`config.mk`:
```
export PLATFORM = sky130hd
export DESIGN_NAME = sync_fifo
export DESIGN_NICKNAME = d
export VERILOG_FILES = /design/src/rtl/sync_fifo_pkg.sv /design/src/rtl/sync_fifo_mem.sv /design/src/rtl/sync_fifo.sv
export SDC_FILE = /design/constraint.sdc
export NUM_CORES = 1
export LEC_CHECK = 0
export BUFFER_PORTS_ARGS = -buffer_cell sky130_fd_sc_hd__buf_2
export CAP_MARGIN = 30
export CORE_MARGIN = 2
export CORE_UTILIZATION = 45
export DETAILED_ROUTE_END_ITERATION = 6
export GPL_TIMING_DRIVEN = 0
export PLACE_DENSITY_LB_ADDON = 0.05
export SLEW_MARGIN = 30
export SYNTH_ARGS = -nofsm -noshare
export SYNTH_HDL_FRONTEND = slang
export SYNTH_SLANG_ARGS = --single-unit
```
`constraint.sdc`:
```
create_clock -name clk -period 3.4 [get_ports clk]
set_input_delay 0.17 -clock clk [delete_from_list [all_inputs] [get_ports clk]]
set_output_delay 0.17 -clock clk [all_outputs]
set_load 0.01 [all_outputs]
```
`src/rtl/sync_fifo_pkg.sv`:
```
// sync_fifo_pkg: shared pointer-width helper, default depth and threshold levels for sync_fifo.
package sync_fifo_pkg;
  localparam int DEF_ASIZE    = 4;
  localparam int DEPTH        = 2**DEF_ASIZE;
  localparam int DEF_AE_LEVEL = 2;

  function automatic int ptr_w(input int asize);
    return asize + 1;
  endfunction

  function automatic int af_default(input int asize);
    return 2**asize - 2;
  endfunction
endpackage

```
`src/rtl/sync_fifo_mem.sv`:
```
// sync_fifo_mem: simple dual-port array, synchronous write; read port registered by default,
// combinational when SYNC_FIFO_FWFT_EN is defined.
module sync_fifo_mem #(
  parameter int DSIZE = 8,
  parameter int ASIZE = 4
)(
  input  logic             clk,
  input  logic             rst_n,
  input  logic             i_wr_en,
  input  logic [ASIZE-1:0] i_wr_addr,
  input  logic [DSIZE-1:0] i_wr_data,
  input  logic             i_rd_en,
  input  logic [ASIZE-1:0] i_rd_addr,
  output logic [DSIZE-1:0] o_rd_data
);
  logic [DSIZE-1:0] r_mem [2**ASIZE];

  always_ff @(posedge clk)
    if (i_wr_en) r_mem[i_wr_addr] <= i_wr_data;

`ifdef SYNC_FIFO_FWFT_EN
  assign o_rd_data = r_mem[i_rd_addr];
`else
  logic [DSIZE-1:0] r_rd_data;

  always_ff @(posedge clk or negedge rst_n)
    if (!rst_n) r_rd_data <= '0;
    else if (i_rd_en) r_rd_data <= r_mem[i_rd_addr];

  assign o_rd_data = r_rd_data;
`endif
endmodule

```
`src/rtl/sync_fifo.sv`:
```
// sync_fifo: single-clock FIFO with count, almost/full/empty and sticky error flags.
// Define SYNC_FIFO_FWFT_EN for first-word-fall-through reads; default is a registered read.
module sync_fifo
  import sync_fifo_pkg::*;
#(
  parameter int DSIZE    = 8,
  parameter int ASIZE    = DEF_ASIZE,
  parameter int AF_LEVEL = af_default(ASIZE),
  parameter int AE_LEVEL = DEF_AE_LEVEL
)(
  input  logic             clk,
  input  logic             rst_n,
  input  logic             wr_en,
  input  logic [DSIZE-1:0] wr_data,
  input  logic             rd_en,
  output logic [DSIZE-1:0] rd_data,
  output logic             full,
  output logic             empty,
  output logic             almost_full,
  output logic             almost_empty,
  output logic [ASIZE:0]   count,
  output logic             overflow,
  output logic             underflow
);
  localparam int PW = ptr_w(ASIZE);
  localparam logic [PW-1:0] AF = PW'(AF_LEVEL);
  localparam logic [PW-1:0] AE = PW'(AE_LEVEL);

  logic [PW-1:0] r_wr_ptr, r_rd_ptr, w_count;
  logic          r_overflow, r_underflow;
  logic          w_full, w_empty, w_wr_acc, w_rd_acc;

  // The wrap bit tells a full buffer (MSBs differ) from an empty one (pointers equal).
  assign w_count   = r_wr_ptr - r_rd_ptr;
  assign w_full    = (r_wr_ptr[ASIZE] != r_rd_ptr[ASIZE]) &&
                     (r_wr_ptr[ASIZE-1:0] == r_rd_ptr[ASIZE-1:0]);
  assign w_empty   = r_wr_ptr == r_rd_ptr;
  assign w_wr_acc  = wr_en && !w_full;
  assign w_rd_acc  = rd_en && !w_empty;

  always_ff @(posedge clk or negedge rst_n)
    if (!rst_n) begin
      r_wr_ptr    <= '0;
      r_rd_ptr    <= '0;
      r_overflow  <= 1'b0;
      r_underflow <= 1'b0;
    end else begin
      if (w_wr_acc) r_wr_ptr <= r_wr_ptr + PW'(1);
      if (w_rd_acc) r_rd_ptr <= r_rd_ptr + PW'(1);
      if (wr_en && w_full) r_overflow <= 1'b1;
      if (rd_en && w_empty) r_underflow <= 1'b1;
    end

  sync_fifo_mem #(.DSIZE(DSIZE), .ASIZE(ASIZE)) u_mem (
    .clk      (clk),
    .rst_n    (rst_n),
    .i_wr_en  (w_wr_acc),
    .i_wr_addr(r_wr_ptr[ASIZE-1:0]),
    .i_wr_data(wr_data),
    .i_rd_en  (w_rd_acc),
    .i_rd_addr(r_rd_ptr[ASIZE-1:0]),
    .o_rd_data(rd_data)
  );

  assign full         = w_full;
  assign empty        = w_empty;
  assign count        = w_count;
  assign almost_full  = w_count >= AF;
  assign almost_empty = w_count <= AE;
  assign overflow     = r_overflow;
  assign underflow    = r_underflow;
endmodule
```
======== After elaboration in Yosys (flattened, before gate mapping) ========
Memories as Yosys holds them, arrays and structs flattened. A register that Yosys moved wholly into a read port is not among the register bits.
Index checks and enable logic that the tools add are counted.
Widths: inputs -> output; s select.
word-level totals
  register bits ........................... 12
  logic and storage cells ................. 23
  memories ................................ 1
  RAM bits ................................ 128
  bits of input ports ..................... 12
  output and inout bits ................... 19
memory list
  memory       depth  width  rd ports  clocked after memory_dff  write ports  RTL line             source
  u_mem.r_mem  16     8      1         1                         1            sync_fifo_mem.sv:16  logic [DSIZE-1:0] r_mem [2**ASIZE];
cells by class
  add/sub/neg operators ................... 3
  eq/ne operators ......................... 3
  $lt $le $gt $ge ......................... 2
  reduce and logical (&&, ||, !) cells .... 8
  mux-type cells .......................... 2
operator list
  cell                 number
  $add 5x1->5 const B  2
  $eq 5x5->1           1
  $ge 5x4->1 const B   1
  $le 5x2->1 const B   1
  $logic_and 1x1->1    5
  $sub 5x5->5          1
  $eq 4x4->1           1
  $logic_not 1->1      3
  $mux 1               2
  $ne 1x1->1           1

======== Longest topological paths before layout ========
  word-level depth ........................ 6
  gate-level depth with buffers ........... 9
  gate-level depth less buffers ........... 8

======== Hierarchy ========
Synthesis repeated with hierarchy kept, for this count alone.
second synthesis, totals
  cells, all modules ...................... 305
  area total of the unflattened synthesis .. 6,048.3 µm²
modules (own cells, without submodules)
  module         times used  area an instance (µm²)  cells each  sequential area each (µm²)
  sync_fifo_mem  1           5,331.4                 240         4,043.9
  sync_fifo      1           716.9                   65          300.3

======== Worst setup path before layout ========
Ideal clock, no wire load.
  kind .................................... register to register
  start ................................... register r_rd_ptr[2]
  end ..................................... memory u_mem.r_mem[3][0] (enable)
  data arrival time ....................... 2.460 ns
  period minus slack after synthesis ...... 2.843 ns
  buffers on the path ..................... 2
  setup slack ............................. 0.557 ns
  cell stages (with the launch flop) ...... 9
  required time ........................... 3.017 ns
  cell sequence ........................... dfrtp_1 > buf_2 > buf_2 > inv_1 > ha_1 > and4_1 > a21boi_2 > nand2_1 > nor3_1
between the ends
  cells in the longest elaborated chain, start to end .. 6
ends and longest elaborated chain
  item                          RTL line             source
  start, declared               sync_fifo.sv:29      logic [PW-1:0] r_wr_ptr, r_rd_ptr, w_count;
  start signal, assigned        sync_fifo.sv:49      if (w_rd_acc) r_rd_ptr <= r_rd_ptr + PW'(1);
  $eq 4x4->1                    sync_fifo.sv:36      (r_wr_ptr[ASIZE-1:0] == r_rd_ptr[ASIZE-1:0]);
  $logic_and 1x1->1             sync_fifo.sv:35      assign w_full = (r_wr_ptr[ASIZE] != r_rd_ptr[ASIZE]) &&
  $logic_not 1->1               sync_fifo.sv:38      assign w_wr_acc = wr_en && !w_full;
  $logic_and 1x1->1             sync_fifo.sv:38
  $mux 1                        sync_fifo_mem.sv:19  if (i_wr_en) r_mem[i_wr_addr] <= i_wr_data;
  $mux 1 (not written as such)  sync_fifo_mem.sv:19
  end, declared                 sync_fifo_mem.sv:16
Every way passes these cells.

======== Final worst setup path ========
  start ................................... register r_rd_ptr[2]
  end ..................................... memory u_mem.r_mem[4][5] (enable)
Same word-level chain as after synthesis.

==> results.toml <==
[die]
initial_core_util_pct = 45.73
fp.dieW_um = 119.6
placementRows = 42
die_area_sq_um = 14290
ios = 31
core_sq_um = 13140
dieHeight_um = 119.6

[place]
placed_cells = 551
place_congestion = 0.8032
placed_area_sq_um = 6399
post-place-ws_ps = -44.41
port_buffers = 30
hpwlAfterDp_mm = 8.527

[finish]
drive_above_1_share_pct = 24.46
multi_input_area_sq_um = 1612
fillCellCount = 1102
final-seq-area_sq_um = 4344
fin_nets = 422
fin_util_pct = 53.97
final_cells = 589
final_area_sq_um = 7091
antenna-diode-count = 0
area_delta_synth_final_pct = 18.01

[timing]
whs_ps = 153.6
fmax_mhz = 296.5
drv_slew = 0
fin_crit_ps = 3373
final.setup.worst_slack_ps = 26.95
maxSlewHeadroom_pct = 45.96
worst_pin_slew_ps = 807.6
fin_setup_tns_ps = 0
fin_crit_sh_pct = 99.21
finalSetupViolations = 0
skew_ps = 5.593
rsz0062_at_grt = "true"
finalHoldViolCount = 0

[power_and_ir_drop]
peakVddDrop_uv = 334.0
power_mw = 6.430
leakage_nw = 2.522
power_density_nw_per_um2 = 906.8

[critical_path]
worstSetupPathType = "reg -> reg"
critPathRequiredTime_ps = 3440
critPathCaptureType = "flop"
slowest_stage = "nor2_1"
max_stage_delay_ps = 660
critical_path.startpoint = "r_rd_ptr[2]$_DFFE_PN0P_"
r2r-end = "u_mem.r_mem[4][5]$_DFFE_PP_"
reg2reg_from = "r_rd_ptr[2]$_DFFE_PN0P_"
cp_max_fo = 10
startpoint_type = "flop"
path_cells = "buf_2 > buf_2 > inv_1 > ha_1 > and4_1 > a21boi_2 > nand2_1 > nor2_1"
crit_path_frequent_cell = "buf_2"
rr_worst_depth = 8
crit_end = "u_mem.r_mem[4][5]$_DFFE_PP_"
critical_path_arrival_ps = 3420
ff2ff_setup_slack_ps = 30

[synth]
synth.top_cell.area_share_pct = 63.97
synth_cells = 345
synth.net_count = 367
synthAdderAreaFrac_pct = 2.207
synth_area_sq_um = 6008
yosys.area_share.simple_pct = 4.415
synth_flop_cell = "edfxtp_1"
synth.distinct_cells = 37
postSynth.asyncResetShare_pct = 13.51
yosys_warnings = 0
synth_common_cells = "edfxtp_1 (128), mux2i_1 (32), nor2_1 (30)"
synth_top_family_by_area = "multiplexers"
synth_xor_xnor_area_share_pct = 1.749
syn_area_per_cell_sq_um = 17.42
synth_edf_count = 128
ys_ff_latch = 148
synth.area.mux_share_pct = 11.52
synth.most_common_cell = "edfxtp_1"
synth_compound_area_share_pct = 5.289
ys_seq_area_share_pct = 72.30
synth.largest_area_cell = "edfxtp_1"
synthTopCellsByArea = "edfxtp_1 (64%), dfrtp_1 (8.3%), mux2i_1 (5.3%), mux4_2 (4.9%), ha_1 (1.9%)"

[detailed_routing]
viasPerCell = 5.384
wl_mm = 13.13
vias = 3171
detail_route.wl_per_cell_um = 22.30
ant_nets = 0
first_pass_iters = 4
remaining_drc_errors = 0
drtIter0Drc = 239

[clock_tree]
cts_tree = "done"
cts_sinks = 148
h-tree-depth = 4
cts_root_buf = "clkbuf_16"
path_clk_slew_ps = 60
insertion_delay_ps = 410
cts_inserted_buffers = 17
cts_buffer_depth = 2

[global_routing]
grt_overflow_total = 0
grt_pass1_vias = 3295
grt_pass1_wl_mm = 19.72
grt_antenna_before_repair = 0
gr-usage-all-layers_pct = 19.69
grt_max_degree = 21

[flow_run]
drv_cap = 0

[run_status]
status = "completed"

[min_path]
hold_path.class = "in -> reg"
power breakdown:
part / leakage (nW) / internal (mW) / switching, mW
sequential: 1.39 / 2.26 / 0.152
combinational: 0.868 / 0.974 / 1.39
clock: 0.265 / 0.979 / 0.672
worst max-delay path, delay by kind of cell (launching register included):
family | cells | cell delay (ps)
and+or+nand+nor | 3 | 1110
buffers and inverters | 3 | 680
DFF | 1 | 450
AOI/OAI and AO/OA | 1 | 400
adders and majority gates | 1 | 350
layer usage:
layer  vias up  GRT usage, %  share of wire (%)
met4         0         6.765                1.6
met3        12         4.753                4.8
li1       1474             -                  -
met5         -             0                  0
met2        71         30.18                 48
met1      1614         27.83                 46
worst min path at each step:
stage / startpoint / depth (start not counted) / end
floorplan: rst_n / 0 / overflow$_DFFE_PN0P_
global placement: rst_n / 1 / u_mem.o_rd_data[1]$_DFFE_PN0P_
detailed placement: rst_n / 1 / u_mem.o_rd_data[5]$_DFFE_PN0P_
CTS: wr_data[6] / 1 / u_mem.r_mem[1][6]$_DFFE_PP_
global route: wr_data[6] / 1 / u_mem.r_mem[9][6]$_DFFE_PP_
finish: wr_data[6] / 1 / u_mem.r_mem[1][6]$_DFFE_PP_
cell usage in the layout, fill, tap and decap left out, types with 7 or more instances in the layout:
cell type	count
a31oi_1	8
a32oi_1	8
buf_2	36
clkbuf_16	17
clkinv_2	9
dfrtp_1	20
edfxtp_1	128
ha_1	9
inv_1	7
mux2i_1	32
mux4_2	13
nand2_1	8
nor2_1	22
nor2_4	8
o22ai_1	16
xnor2_1	9
layout make-up:
cell class / count / share of cell area (%)
Clock buffer: 17 / 6.000
Buffer: 17 / 1.712
Clock inverter: 15 / 1.376
Multi-Input combinational cell: 172 / 22.73
Timing Repair Buffer: 36 / 3.388
Inverter: 8 / 0.4235
Sequential cell: 148 / 61.27
Tap cell: 176 / 3.106
state kept, by name, summed over array words and instances, names as in the netlist:
name,count
overflow,1
r_rd_ptr,5
r_wr_ptr,5
u_mem.o_rd_data,8
u_mem.r_mem,128
underflow,1
timing repair:
item	4_1_cts	5_1_grt
setup buffers	0	3
endpoints found under the setup margin	64	112
hold endpoints to repair	22	0
pin swaps	0	3
resized for setup	2	17
hold buffers	3	0
cell families after synthesis:
kind of cell    after synthesis
flops                       148
simple gates                 57
mux                          48
compound gates               45
buf+inv                      25
xor+xnor                     12
fa+ha+maj                    10
(Power assumes the default switching activity.)
